### src/rtl/adder_error_monitor_if.sv
`default_nettype none
// ============================================================================
// Module      : adder_error_monitor_if
// Description : Sample bus carrying operands and adder result under test.
// Revision    : 1.0 - initial release
// ============================================================================
interface adder_error_monitor_if #(
    parameter int W = 32
);
    logic         in_valid;
    logic         in_ready;
    logic [W-1:0] x;
    logic [W-1:0] y;
    logic [W:0]   add;

    modport master (output in_valid, output x, output y, output add, input in_ready);
    modport slave  (input in_valid, input x, input y, input add, output in_ready);
endinterface
`default_nettype wire

### src/rtl/adder_error_monitor.sv
`default_nettype none
// ============================================================================
// Module      : adder_error_monitor
// Description : Recomputes x+y for each sample and accumulates error statistics
//               (count, total and maximum error distance) over an N-sample run.
// Revision    : 1.0 - initial release
// ============================================================================
module adder_error_monitor #(
    parameter int W     = 32,
    parameter int CNT_W = 16,
    parameter int ACC_W = 48
) (
    input  wire logic             clk,
    input  wire logic             rst,
    input  wire logic             start,
    input  wire logic [CNT_W-1:0] n_samples,
    adder_error_monitor_if.slave  s_in,
    output logic                  busy,
    output logic                  done,
    output logic [CNT_W-1:0]      err_count,
    output logic [ACC_W-1:0]      sum_ed,
    output logic [W:0]            max_ed,
    output logic [W:0]            last_ed
);

    typedef enum logic [1:0] {
        ST_IDLE  = 2'd0,
        ST_RUN   = 2'd1,
        ST_DRAIN = 2'd2,
        ST_DONE  = 2'd3
    } state_t;

    state_t           r_state;
    logic             r_in_ready;
    logic [CNT_W-1:0] r_remaining;

    logic             r_s1_v;
    logic [W-1:0]     r_s1_x;
    logic [W-1:0]     r_s1_y;
    logic [W:0]       r_s1_add;
    logic             r_s2_v;
    logic [W:0]       r_s2_ed;

    logic             w_accept;
    logic             w_clear;
    logic [W:0]       w_exact;
    logic [W:0]       w_ed;
    logic [ACC_W:0]   w_sum_ext;

    assign s_in.in_ready = r_in_ready;
    assign w_accept      = r_in_ready & s_in.in_valid;
    assign w_clear       = (r_state == ST_IDLE) & start;

    assign w_exact   = {1'b0, r_s1_x} + {1'b0, r_s1_y};
    assign w_ed      = (w_exact >= r_s1_add) ? (w_exact - r_s1_add) : (r_s1_add - w_exact);
    assign w_sum_ext = {1'b0, sum_ed} + {{(ACC_W - W){1'b0}}, r_s2_ed};

    // Control outputs are loaded with the decode of the next state so they
    // stay registered yet line up with the state they describe.
    always_ff @(posedge clk) begin
        if (rst) begin
            r_state     <= ST_IDLE;
            r_in_ready  <= 1'b0;
            busy        <= 1'b0;
            done        <= 1'b0;
            r_remaining <= '0;
        end else begin
            case (r_state)
                ST_IDLE: begin
                    if (start) begin
                        r_remaining <= n_samples;
                        if (n_samples != '0) begin
                            r_state    <= ST_RUN;
                            r_in_ready <= 1'b1;
                            busy       <= 1'b1;
                        end else begin
                            r_state <= ST_DONE;
                            done    <= 1'b1;
                        end
                    end
                end
                ST_RUN: begin
                    if (w_accept) begin
                        r_remaining <= r_remaining - 1'b1;
                        if (r_remaining == CNT_W'(1)) begin
                            r_state    <= ST_DRAIN;
                            r_in_ready <= 1'b0;
                        end
                    end
                end
                ST_DRAIN: begin
                    // S2 retires this cycle, so an empty S1 means the stats are final next cycle.
                    if (!r_s1_v) begin
                        r_state <= ST_DONE;
                        busy    <= 1'b0;
                        done    <= 1'b1;
                    end
                end
                ST_DONE: begin
                    r_state <= ST_IDLE;
                    done    <= 1'b0;
                end
                default: begin
                    r_state    <= ST_IDLE;
                    r_in_ready <= 1'b0;
                    busy       <= 1'b0;
                    done       <= 1'b0;
                end
            endcase
        end
    end

    always_ff @(posedge clk) begin
        if (rst) begin
            r_s1_v   <= 1'b0;
            r_s1_x   <= '0;
            r_s1_y   <= '0;
            r_s1_add <= '0;
            r_s2_v   <= 1'b0;
            r_s2_ed  <= '0;
        end else begin
            r_s1_v <= w_accept;
            if (w_accept) begin
                r_s1_x   <= s_in.x;
                r_s1_y   <= s_in.y;
                r_s1_add <= s_in.add;
            end
            r_s2_v <= r_s1_v;
            if (r_s1_v) begin
                r_s2_ed <= w_ed;
            end
        end
    end

    always_ff @(posedge clk) begin
        if (rst || w_clear) begin
            err_count <= '0;
            sum_ed    <= '0;
            max_ed    <= '0;
            last_ed   <= '0;
        end else if (r_s2_v) begin
            err_count <= err_count + CNT_W'(r_s2_ed != '0);
            sum_ed    <= w_sum_ext[ACC_W] ? {ACC_W{1'b1}} : w_sum_ext[ACC_W-1:0];
            if (r_s2_ed > max_ed) begin
                max_ed <= r_s2_ed;
            end
            last_ed   <= r_s2_ed;
        end
    end

endmodule
`default_nettype wire

### src/flat_wrapper.sv
// flat-port wrapper written by rule: the top's interface ports become plain ports
module adder_error_monitor_flat 
#(
    parameter int W     = 32,
    parameter int CNT_W = 16,
    parameter int ACC_W = 48
)
  (clk, rst, start, n_samples, busy, done, err_count, sum_ed, max_ed, last_ed, s_in_in_valid, s_in_x, s_in_y, s_in_add, s_in_in_ready);
  adder_error_monitor_if #(.W(W)) s_in_i ();
  input  wire logic clk;
  input  wire logic rst;
  input  wire logic start;
  input  wire logic [CNT_W-1:0] n_samples;
  output logic busy;
  output logic done;
  output logic [CNT_W-1:0] err_count;
  output logic [ACC_W-1:0] sum_ed;
  output logic [W:0] max_ed;
  output logic [W:0] last_ed;
  input wire logic [$bits(s_in_i.in_valid)-1:0] s_in_in_valid;
  input wire logic [$bits(s_in_i.x)-1:0] s_in_x;
  input wire logic [$bits(s_in_i.y)-1:0] s_in_y;
  input wire logic [$bits(s_in_i.add)-1:0] s_in_add;
  output wire logic [$bits(s_in_i.in_ready)-1:0] s_in_in_ready;
  assign s_in_i.in_valid = s_in_in_valid;
  assign s_in_i.x = s_in_x;
  assign s_in_i.y = s_in_y;
  assign s_in_i.add = s_in_add;
  assign s_in_in_ready = s_in_i.in_ready;
  adder_error_monitor #(.W(W), .CNT_W(CNT_W), .ACC_W(ACC_W)) u_core (.clk(clk), .rst(rst), .start(start), .n_samples(n_samples), .s_in(s_in_i), .busy(busy), .done(done), .err_count(err_count), .sum_ed(sum_ed), .max_ed(max_ed), .last_ed(last_ed));
endmodule
### config.mk
export PLATFORM = sky130hd
export DESIGN_NAME = adder_error_monitor_flat
export DESIGN_NICKNAME = d
export VERILOG_FILES = /design/src/rtl/adder_error_monitor_if.sv /design/src/rtl/adder_error_monitor.sv /design/src/flat_wrapper.sv
export SDC_FILE = /design/constraint.sdc
export NUM_CORES = 1
export LEC_CHECK = 0
export CAP_MARGIN = 20
export CORE_MARGIN = 5
export CORE_UTILIZATION = 38
export DETAILED_ROUTE_END_ITERATION = 8
export GPL_TIMING_DRIVEN = 0
export HOLD_SLACK_MARGIN = 0.08
export REMOVE_ABC_BUFFERS = 1
export SETUP_SLACK_MARGIN = 0.05
export SLEW_MARGIN = 20
export SYNTH_ARGS = -nofsm -noshare
export SYNTH_HDL_FRONTEND = slang
export SYNTH_SLANG_ARGS = --single-unit
### constraint.sdc
create_clock -name clk -period 6 [get_ports clk]
set_input_delay 1.2 -clock clk [delete_from_list [all_inputs] [get_ports clk]]
set_output_delay 1.2 -clock clk [all_outputs]
set_load 0.1 [all_outputs]
== Yosys cells after proc, flatten, opt, wreduce, memory -nomap -nowiden ==
Cells that the tools add are included.

* Logic and storage cells: 70
* Output and inout port bits: 133
* Input bits: 117
* Bits in registers: 283

* Mux-type cells: 22
* Bitwise operators: 2
* Reductions and logical operators: 13
* Add/subtract/negate cells: 6
* Equality and inequality tests: 10
* $lt $le $gt $ge: 2

{| class="wikitable"
|+ Operators by type and width
! cell !! number
|-
| $sub A33 B33 Y33 || 2
|-
| $add A48 B33 Y49 || 1
|-
| $mux W48 || 1
|-
| $add A32 B32 Y33 || 1
|-
| $ge A33 B33 Y1 || 1
|-
| $gt A33 B33 Y1 || 1
|-
| $mux W33 || 1
|-
| $reduce_bool A33 Y1 || 1
|-
| $mux W16 || 2
|-
| $pmux W16 S2 || 1
|-
| $add A16 B1 Y16 || 1
|-
| $eq A16 B1 Y1 const B || 1
|-
| $reduce_bool A16 Y1 || 1
|-
| $sub A16 B1 Y16 const B || 1
|-
| $reduce_and A4 Y1 || 3
|-
| $mux W2 || 5
|-
| $mux W1 || 8
|-
| $ne A2 B2 Y1 const B || 4
|-
| $pmux W2 S4 || 1
|-
| $reduce_and A5 Y1 || 1
|-
| $eq A2 B2 Y1 const B || 2
|-
| $ne A2 B1 Y1 const B || 2
|-
| $pmux W1 S2 || 2
|-
| $reduce_bool A2 Y1 || 2
|-
| 8 further kinds || 9
|}

== Longest topological paths before layout ==
Gate-level depths: netlist of the first run.

* Word-level depth: 4
* Gate-level depth with buffers: 26
* Depth with buffers taken out: 24

== Worst setup path before layout of the first run ==
OpenSTA, ideal clock, no wires.

* Path type: reg-to-reg
* Start: register u_core.r_s1_y[0]
* End: register u_core.r_s2_ed[28]
* Stages on the path, launching flop included: 26
* Data arrival time: 4.915 ns
* Setup time: 0.117 ns
* Path slack: 0.967 ns
* Clock period less this slack: 5.033 ns
* Required time: 5.883 ns
* Buffers on the path: 2
* Cell sequence: dfxtp_1 ha_1 inv_1 fa_1 nor2b_1 o21a_1 o21ai_0 a21oi_1 a21oi_1 and2_1 nor2b_1 o21ai_0 nand2b_1 xnor2_1 ha_1 buf_4 nand4_1 or4_1 or4_1 o21ai_2 a21o_1 buf_6 o21ai_1 and4_1 or4_1 a32o_1

* Word-level cells in the longest chain between the ends: 3
* Elaborated cells on any way between the ends: 5
* Those cells by class: 3 x add/sub; 1 x order compare; 1 x mux

{| class="wikitable"
|+ RTL lines
! what !! RTL line !! source
|-
| start, declared || adder_error_monitor.sv:39 || <nowiki>logic [W-1:0] r_s1_y;</nowiki>
|-
| start signal, assigned || adder_error_monitor.sv:125 || <nowiki>r_s1_y <= s_in.y;</nowiki>
|-
| $add A32 B32 Y33 * || adder_error_monitor.sv:54 || <nowiki>assign w_exact = {1'b0, r_s1_x} + {1'b0, r_s1_y};</nowiki>
|-
| $sub A33 B33 Y33 / $ge A33 B33 Y1 (equally long branches) || adder_error_monitor.sv:55 || <nowiki>assign w_ed = (w_exact >= r_s1_add) ? (w_exact - r_s1_add) : (r_s1_add - w_exact);</nowiki>
|-
| $mux W33 * || adder_error_monitor.sv:55 ||
|-
| end signal, assigned || adder_error_monitor.sv:130 || <nowiki>r_s2_ed <= w_ed;</nowiki>
|-
| end, declared || adder_error_monitor.sv:42 || <nowiki>logic [W:0] r_s2_ed;</nowiki>
|}

Mark *: on every way between the ends. The rest lies on a longest branch, timed or not.
A chain may end at the register's enable or synchronous reset.

== Worst setup path in the final report of the first run ==
* Start: register u_core.r_s1_y[10]
* End: register u_core.r_s2_ed[28]

The elaborated chain is that of the path after synthesis.

==> results of run 1 <==
## layer usage
metal,routed length [um],vias to the layer above,global-route usage,part of all wire
met4,1210,0,0.0557,0.022
met3,2080,65,0.0253,0.038
met2,25400,366,0.332,0.47
met1,25500,7884,0.260,0.47
li1,-,8590,-,-
met5,0,-,0,0
## sequential cells by signal, indices dropped and copies added (netlist names), 2 cells and up
register and cells:
u_core.err_count 16, u_core.last_ed 33, u_core.max_ed 33, u_core.r_remaining 16, u_core.r_s1_add 33, u_core.r_s1_x 32
u_core.r_s1_y 32, u_core.r_s2_ed 33, u_core.r_state 2, u_core.sum_ed 48
## worst max-delay path: stages (launching register included)
cell and delay, ns:
sky130_fd_sc_hd__dfxtp_1 0.32, sky130_fd_sc_hd__ha_1 0.36, sky130_fd_sc_hd__a21oi_1 0.17, sky130_fd_sc_hd__nor2b_1 0.07, sky130_fd_sc_hd__or3_1 0.35, sky130_fd_sc_hd__a211o_1 0.33
sky130_fd_sc_hd__a311oi_1 0.44, sky130_fd_sc_hd__o21bai_1 0.19, sky130_fd_sc_hd__a31o_2 0.30, sky130_fd_sc_hd__a21o_1 0.18, sky130_fd_sc_hd__a21o_1 0.21, sky130_fd_sc_hd__xor2_1 0.15
sky130_fd_sc_hd__ha_1 0.49, sky130_fd_sc_hd__and3_1 0.28, sky130_fd_sc_hd__nand3_1 0.19, sky130_fd_sc_hd__o21ai_4 0.25, sky130_fd_sc_hd__a21oi_4 0.13, sky130_fd_sc_hd__o32ai_2 0.14
sky130_fd_sc_hd__a211oi_2 0.08, sky130_fd_sc_hd__and2_1 0.17, sky130_fd_sc_hd__or4_1 0.52, sky130_fd_sc_hd__a32o_1 0.25
## timing repair
item	4_1_cts	5_1_grt
hold endpoints to repair	0	0
resized for setup	6	13
pin swaps	2	4
endpoints found under the setup margin	26	19
setup buffers	7	3
cloned	0	0
## final cells by class
class / instances / area [um2]
clock buffers: 49 / 967
clock inverters: 10 / 121
fillers: 4761 / 25000
inverters: 145 / 544
multi-input cells: 1783 / 11800
flip-flops and latches: 283 / 5670
well taps: 615 / 769
repair buffers: 271 / 2820
## per-stage QoR
step,cell area [um2],utilization,instances,hold WS (ns)
2_1_floorplan,17900,-,2211,0.430
6_report,22700,0.476,3156,0.459
5_1_grt,22700,0.476,3156,0.470
3_3_place_gp,21100,0.443,3075,0.449
4_1_cts,22600,0.474,3153,0.461
3_5_place_dp,21400,0.449,3087,0.453
## placed cells by master, fill, tap and decap left out, types with 7 or more instances in the layout
cell / instances
sky130_fd_sc_hd__a211oi_1: 35
sky130_fd_sc_hd__o211ai_1: 9
sky130_fd_sc_hd__o21a_1: 19
sky130_fd_sc_hd__nand2_1: 282
sky130_fd_sc_hd__nand4_1: 28
sky130_fd_sc_hd__nand2b_1: 21
sky130_fd_sc_hd__clkbuf_1: 9
sky130_fd_sc_hd__dfxtp_1: 281
sky130_fd_sc_hd__o21bai_1: 29
sky130_fd_sc_hd__clkdlybuf4s50_1: 248
sky130_fd_sc_hd__a311oi_1: 9
sky130_fd_sc_hd__o21ai_0: 109
sky130_fd_sc_hd__ha_1: 167
sky130_fd_sc_hd__buf_12: 7
sky130_fd_sc_hd__a31oi_1: 43
sky130_fd_sc_hd__xor2_1: 45
sky130_fd_sc_hd__a21oi_1: 264
sky130_fd_sc_hd__nor2_1: 191
sky130_fd_sc_hd__a21o_1: 83
sky130_fd_sc_hd__and3_1: 23
sky130_fd_sc_hd__mux2i_1: 93
sky130_fd_sc_hd__nor3_1: 25
sky130_fd_sc_hd__inv_1: 145
sky130_fd_sc_hd__buf_4: 8
sky130_fd_sc_hd__clkbuf_16: 34
sky130_fd_sc_hd__nor3b_1: 7
sky130_fd_sc_hd__nand3_1: 41
sky130_fd_sc_hd__nor2b_1: 15
sky130_fd_sc_hd__o21ai_1: 11
sky130_fd_sc_hd__nor4_1: 12
sky130_fd_sc_hd__or3_1: 13
sky130_fd_sc_hd__and4_1: 9
sky130_fd_sc_hd__xnor2_1: 56
sky130_fd_sc_hd__and2_1: 17
## cell families (layout without fill, tap and decap cells)
| logic type | count (synthesis) | count (layout) | synth area share |
|---|---|---|---|
| XOR/XNOR | 101 | 101 | 0.0482 |
| buffers and inverters | 263 | 475 | 0.0560 |
| AND/OR/NAND/NOR | 710 | 710 | 0.176 |
| flip-flops | 283 | 283 | 0.308 |
| multiplexers | 99 | 99 | 0.0544 |
| adder cells (fa/ha/maj) | 175 | 175 | 0.121 |
| AO/OA/AOI/OAI | 698 | 698 | 0.236 |
## power by group through the flow
stage	sequential, mW	clock [mW]	combinational, mW
after floorplan	2.40	0	3.36
final	2.29	2.04	5.05
after global placement	2.34	0	4.66
after detailed placement	2.33	0	4.80
after global routing	2.31	2.16	5.56
after CTS	2.29	2.11	4.98
## worst max path at each step
stage	endpoint	from	slack, ns	depth (start not counted)
floorplan	u_core.max_ed[0]	u_core.max_ed[2]	-0.47	12
global placement	u_core.sum_ed[23]	rst	-3.51	4
detailed placement	u_core.r_s2_ed[23]	u_core.r_s1_y[0]	-0.63	23
CTS	u_core.r_s2_ed[7]	u_core.r_s1_y[10]	0.11	21
global route	u_core.r_s2_ed[23]	u_core.r_s1_y[0]	0.06	25
finish	u_core.r_s2_ed[28]	u_core.r_s1_y[10]	0.32	21
==> flow_summary.json, run 1 <==
{
  "area_of_the_placeable_core_um2": 47700,
  "pre_cts_ws_ns": -0.627,
  "netlist_top_cells_count": "sky130_fd_sc_hd__nand2_1 (284), sky130_fd_sc_hd__dfxtp_1 (283), sky130_fd_sc_hd__a21oi_1 (267)",
  "power_frac_comb": 0.538,
  "global_route.usage.total": 0.195,
  "synthMostInstantiatedCell": "sky130_fd_sc_hd__nand2_1",
  "layout_min_cycle_time_ns": 5.68,
  "final_slew_violations": 0,
  "critical_path_peak_fanout": 10,
  "netlist_area_um2": 18400,
  "post-synth-top-area-cell": "sky130_fd_sc_hd__dfxtp_1",
  "port-buffer-count": 249,
  "critical_path.endpoint_type": "flip-flop",
  "switching_power_mw": 4.06,
  "insertedDiodeCount": 0,
  "part_of_the_total_power_dissipated_in_sequential_elements": 0.244,
  "row_count": 80,
  "layout_worst_path_cycle_share": 0.947,
  "syn_avg_cell_area_um2": 7.89,
  "max_clock_freq_ghz": 0.176,
  "yosys_register_bits": 283,
  "gr-total-overflow": 0,
  "drt_wl_total_um": 54200,
  "grt_setup_unrepaired": "no",
  "hold_path.class": "reg -> reg",
  "final.setup.worst_slack_ns": 0.316,
  "detail_route.vias_per_cell": 5.36,
  "synth_warnings": 0,
  "ys.flop_type": "sky130_fd_sc_hd__dfxtp_1",
  "setup_tns_ns": 0,
  "num_vias": 16900,
  "initial_utilization": 0.385,
  "gp_congestion": 0.879,
  "vdd_ir_drop_max_mv": 0.196,
  "wl_per_cell_um": 17.2,
  "initial_antenna_violation_count": 0,
  "place_hpwl_um": 41600,
  "worst-endpoint-required_ns": 6.45,
  "max-cap-violations": 0,
  "total_power_mw": 9.38,
  "crit_arrival_ns": 6.13,
  "fin_nets": 2810,
  "instance_count_along_the_most_critical_hold_path": 2,
  "max_slew_margin": 0.267,
  "cts_tree": "built",
  "maximum_root_to_sink_buffer_count": 3,
  "synth.lib_cells_used.distinct": 77,
  "reg2reg_to": "u_core.r_s2_ed[28]",
  "r2r_setup_slack_ns": 0.32,
  "drc_errors": 0,
  "run_status": "finished, final reports clean",
  "cts_buffers": 34,
  "io-pin-count": 250,
  "worst_slew_pin_slew_ns": 1.10,
  "gate_count_of_the_mapped_netlist": 2329,
  "flow.area_growth_from_synthesis_pct": 23.7,
  "die_y_um": 230,
  "critical_path_launch_point_type": "flip-flop",
  "hold_end": "u_core.r_s1_x[11]",
  "criticalPathCategory": "reg -> reg",
  "report.final.setup_viol": 0,
  "powerDensity_nw_per_um2": 413,
  "synth_enable_flop_cells": 0,
  "finClkSkew_ns": 0.0257,
  "netlist.area_leader.share": 0.308,
  "ctsHtreeMaxLevel": 2,
  "grt_max_degree": 96,
  "drt_pre_antenna_iters": 5,
  "regToRegStartpoint": "u_core.r_s1_y[10]",
  "insertion_delay_ns": 0.56,
  "ys_seq_area_frac": 0.308,
  "number_of_clock_sinks": 283,
  "synth_area_leaders": "sky130_fd_sc_hd__dfxtp_1 (31%), sky130_fd_sc_hd__ha_1 (12%), sky130_fd_sc_hd__a21oi_1 (7.3%)",
  "static_leakage_nw": 9.46,
  "layout_cells_sized_above_1": 0.0457,
  "report.final.hold_viol_count": 0,
  "switching_share": 0.433,
  "pwr-share-clk": 0.218,
  "cts-root-buf": "sky130_fd_sc_hd__clkbuf_16",
  "initialDrtViolationCount": 969,
  "source_of_the_worst_hold_timing_path": "u_core.r_s1_x[11]",
  "grt_pass1_vias": 16300,
  "synth-async-reset-ratio": 0,
  "floorplan_die_area_um2": 52800,
  "ff2ff_path_depth": 21,
  "grt_pass1_wl_um": 85800,
  "worst_setup_hold_path_clk_slew_ns": 0.06,
  "cts-hold-fix-buffers": 0,
  "ant_nets": 0,
  "fp.dieW_um": 230,
  "power.internal_mw": 5.32
}
(Power assumes the default switching activity.)
==> inputs of run 2 (changes only) <==
Settings changed: SLEW_MARGIN 20 to default.
==> run 2 against run 1 <==
Against the previous run: register-to-register slack better by 0.03 ns; first-iteration DRC count down 8.3%; combinational power down 1%; highest routed layer unchanged; critical path depth up 3; clock power about the same; fmax up 0.53%; sequential power about the same; utilization about the same; critical path type unchanged.
==> flow_summary.json, run 2 (synthesis results as in run 1) <==
{
  "vdd_ir_drop_max_mv": 0.293,
  "place.detailed.instances": 3084,
  "layout_cells_sized_above_1": 0.0422,
  "flow.area_growth_from_synthesis_pct": 23.6,
  "layout.filler_cells": 4694,
  "insertion_delay_ns": 0.55,
  "grt_pass1_vias": 16100,
  "floorplan_die_area_um2": 52800,
  "gp_congestion": 0.879,
  "critical_path.endpoint_type": "flip-flop",
  "mostFrequentLayoutCell": "sky130_fd_sc_hd__nand2_1",
  "place_hpwl_um": 41100,
  "grt_setup_unrepaired": "no",
  "sequential_cell_area_um2": 5670,
  "ctsHtreeMaxLevel": 2,
  "fp.dieW_um": 230,
  "worst-endpoint-required_ns": 6.44,
  "row_count": 80,
  "cts_buffers": 34,
  "initial_utilization": 0.385,
  "cts_tree": "built",
  "most-common-layout-cells": "sky130_fd_sc_hd__nand2_1 (282), sky130_fd_sc_hd__dfxtp_1 (281), sky130_fd_sc_hd__a21oi_1 (264)",
  "layout_worst_path_cycle_share": 0.942,
  "cts-hold-fix-buffers": 0,
  "powerDensity_nw_per_um2": 410,
  "maximum_root_to_sink_buffer_count": 3,
  "multiInputGateArea_um2": 11800,
  "global_route.usage.total": 0.194,
  "criticalPathCategory": "reg -> reg",
  "wl_per_cell_um": 17.1,
  "critical_path_peak_fanout": 10,
  "cts-root-buf": "sky130_fd_sc_hd__clkbuf_16",
  "crit_arrival_ns": 6.10,
  "max_clock_freq_ghz": 0.177,
  "run_status": "finished, final reports clean",
  "top_register_by_number_of_flip_flops": "u_core.sum_ed",
  "area_of_the_placeable_core_um2": 47700,
  "fin_nets": 2803,
  "report.final.setup_viol": 0,
  "port-buffer-count": 249,
  "postLayoutCoreUtil": 0.475,
  "r2r_setup_slack_ns": 0.35,
  "drt_pre_antenna_iters": 5,
  "detail_route.vias_per_cell": 5.37,
  "grt_max_degree": 97,
  "worst_slew_pin_slew_ns": 1.10,
  "drc_errors": 0,
  "report.final.hold_viol_count": 0,
  "number_of_clock_sinks": 283,
  "num_vias": 16900,
  "gr-total-overflow": 0,
  "max_slew_margin": 0.262,
  "initialDrtViolationCount": 889,
  "hold_path.class": "reg -> reg",
  "max-cap-violations": 0,
  "ant_nets": 0,
  "initial_antenna_violation_count": 1,
  "die_y_um": 230,
  "stdcell_count": 3151,
  "static_leakage_nw": 9.46,
  "io-pin-count": 250,
  "final_slew_violations": 0,
  "worst_setup_hold_path_clk_slew_ns": 0.06,
  "layout_min_cycle_time_ns": 5.65,
  "grt_pass1_wl_um": 85300,
  "drt_wl_total_um": 54000,
  "finClkSkew_ns": 0.0227,
  "critical_path_launch_point_type": "flip-flop",
  "number_of_flip_flops_in_the_largest_register": 48
}
-- run 2: metrics by stage --
step,power [mW],hold slack (ns),TNS [ns],cell area [um2],worst slack [ns]
after floorplan,5.76,0.430,-15.36,17900,-0.466
after global placement,7.01,0.449,-389.92,21100,-3.51
after detailed placement,7.11,0.454,-5.86,21400,-0.555
after CTS,9.31,0.461,0,22600,0.124
after global routing,10.0,0.469,0,22700,0.0635
final,9.32,0.460,0,22700,0.346
-- run 2: final timing paths --
| path | startpoint | to | depth (start not counted) |
|---|---|---|---|
| setup / recovery | u_core.r_s1_y[0] | u_core.r_s2_ed[28] | 24 |
| hold / removal | u_core.r_s1_x[31] | u_core.r_s1_x[31] | 2 |
| setup reg to reg | u_core.r_s1_y[0] | u_core.r_s2_ed[28] | 24 |
| hold reg to reg | u_core.r_s1_x[31] | u_core.r_s1_x[31] | 2 |
-- run 2: where the power goes --
group,leakage (nW),total (mW),switching [mW],internal (mW)
clock network,0.534,2.02,0.828,1.19
logic,6.63,5.00,2.98,2.02
registers,2.29,2.29,0.225,2.07
-- run 2: critical path, cell delays in order, from the launching register on --
cell and delay, ns:
sky130_fd_sc_hd__dfxtp_1 0.32, sky130_fd_sc_hd__ha_1 0.22, sky130_fd_sc_hd__inv_1 0.07, sky130_fd_sc_hd__fa_1 0.20, sky130_fd_sc_hd__nor2b_1 0.06, sky130_fd_sc_hd__o21a_1 0.18
sky130_fd_sc_hd__o21ai_1 0.24, sky130_fd_sc_hd__a21oi_2 0.13, sky130_fd_sc_hd__a21oi_2 0.23, sky130_fd_sc_hd__and2_1 0.23, sky130_fd_sc_hd__nor2b_1 0.06, sky130_fd_sc_hd__o21ai_0 0.14
sky130_fd_sc_hd__nand2b_1 0.12, sky130_fd_sc_hd__xnor2_1 0.18, sky130_fd_sc_hd__ha_4 0.36, sky130_fd_sc_hd__nand4_1 0.24, sky130_fd_sc_hd__or4_4 0.49, sky130_fd_sc_hd__or4_4 0.58
sky130_fd_sc_hd__o21ai_4 0.22, sky130_fd_sc_hd__a21oi_4 0.13, sky130_fd_sc_hd__o32ai_2 0.14, sky130_fd_sc_hd__a211oi_2 0.08, sky130_fd_sc_hd__and2_1 0.17, sky130_fd_sc_hd__or4_1 0.51
sky130_fd_sc_hd__a32o_1 0.25
-- run 2: area by class of cell --
class                   instances  area share
inverters                     145      0.0240
multi-input cells            1783       0.520
clock buffers                  52      0.0440
repair buffers                264       0.124
well taps                     615      0.0339
diodes                          1    0.000110
flip-flops and latches        283       0.250
clock inverters                 8     0.00386
-- run 2: repair_timing --
| item | in CTS | in global routing |
|---|---|---|
| pin swaps | 2 | 3 |
| resized for setup | 6 | 12 |
| gates cloned | 0 | 0 |
| setup buffers | 5 | 0 |
| endpoints found under the setup margin | 20 | 18 |
-- run 2: routing by layer --
metal / GRT usage / up-vias / wire [um]
li1: - / 8590 / -
met2: 0.326 / 364 / 24900
met3: 0.0273 / 83 / 2270
met5: 0 / - / 0
met1: 0.258 / 7894 / 25400
met4: 0.0616 / 0 / 1510
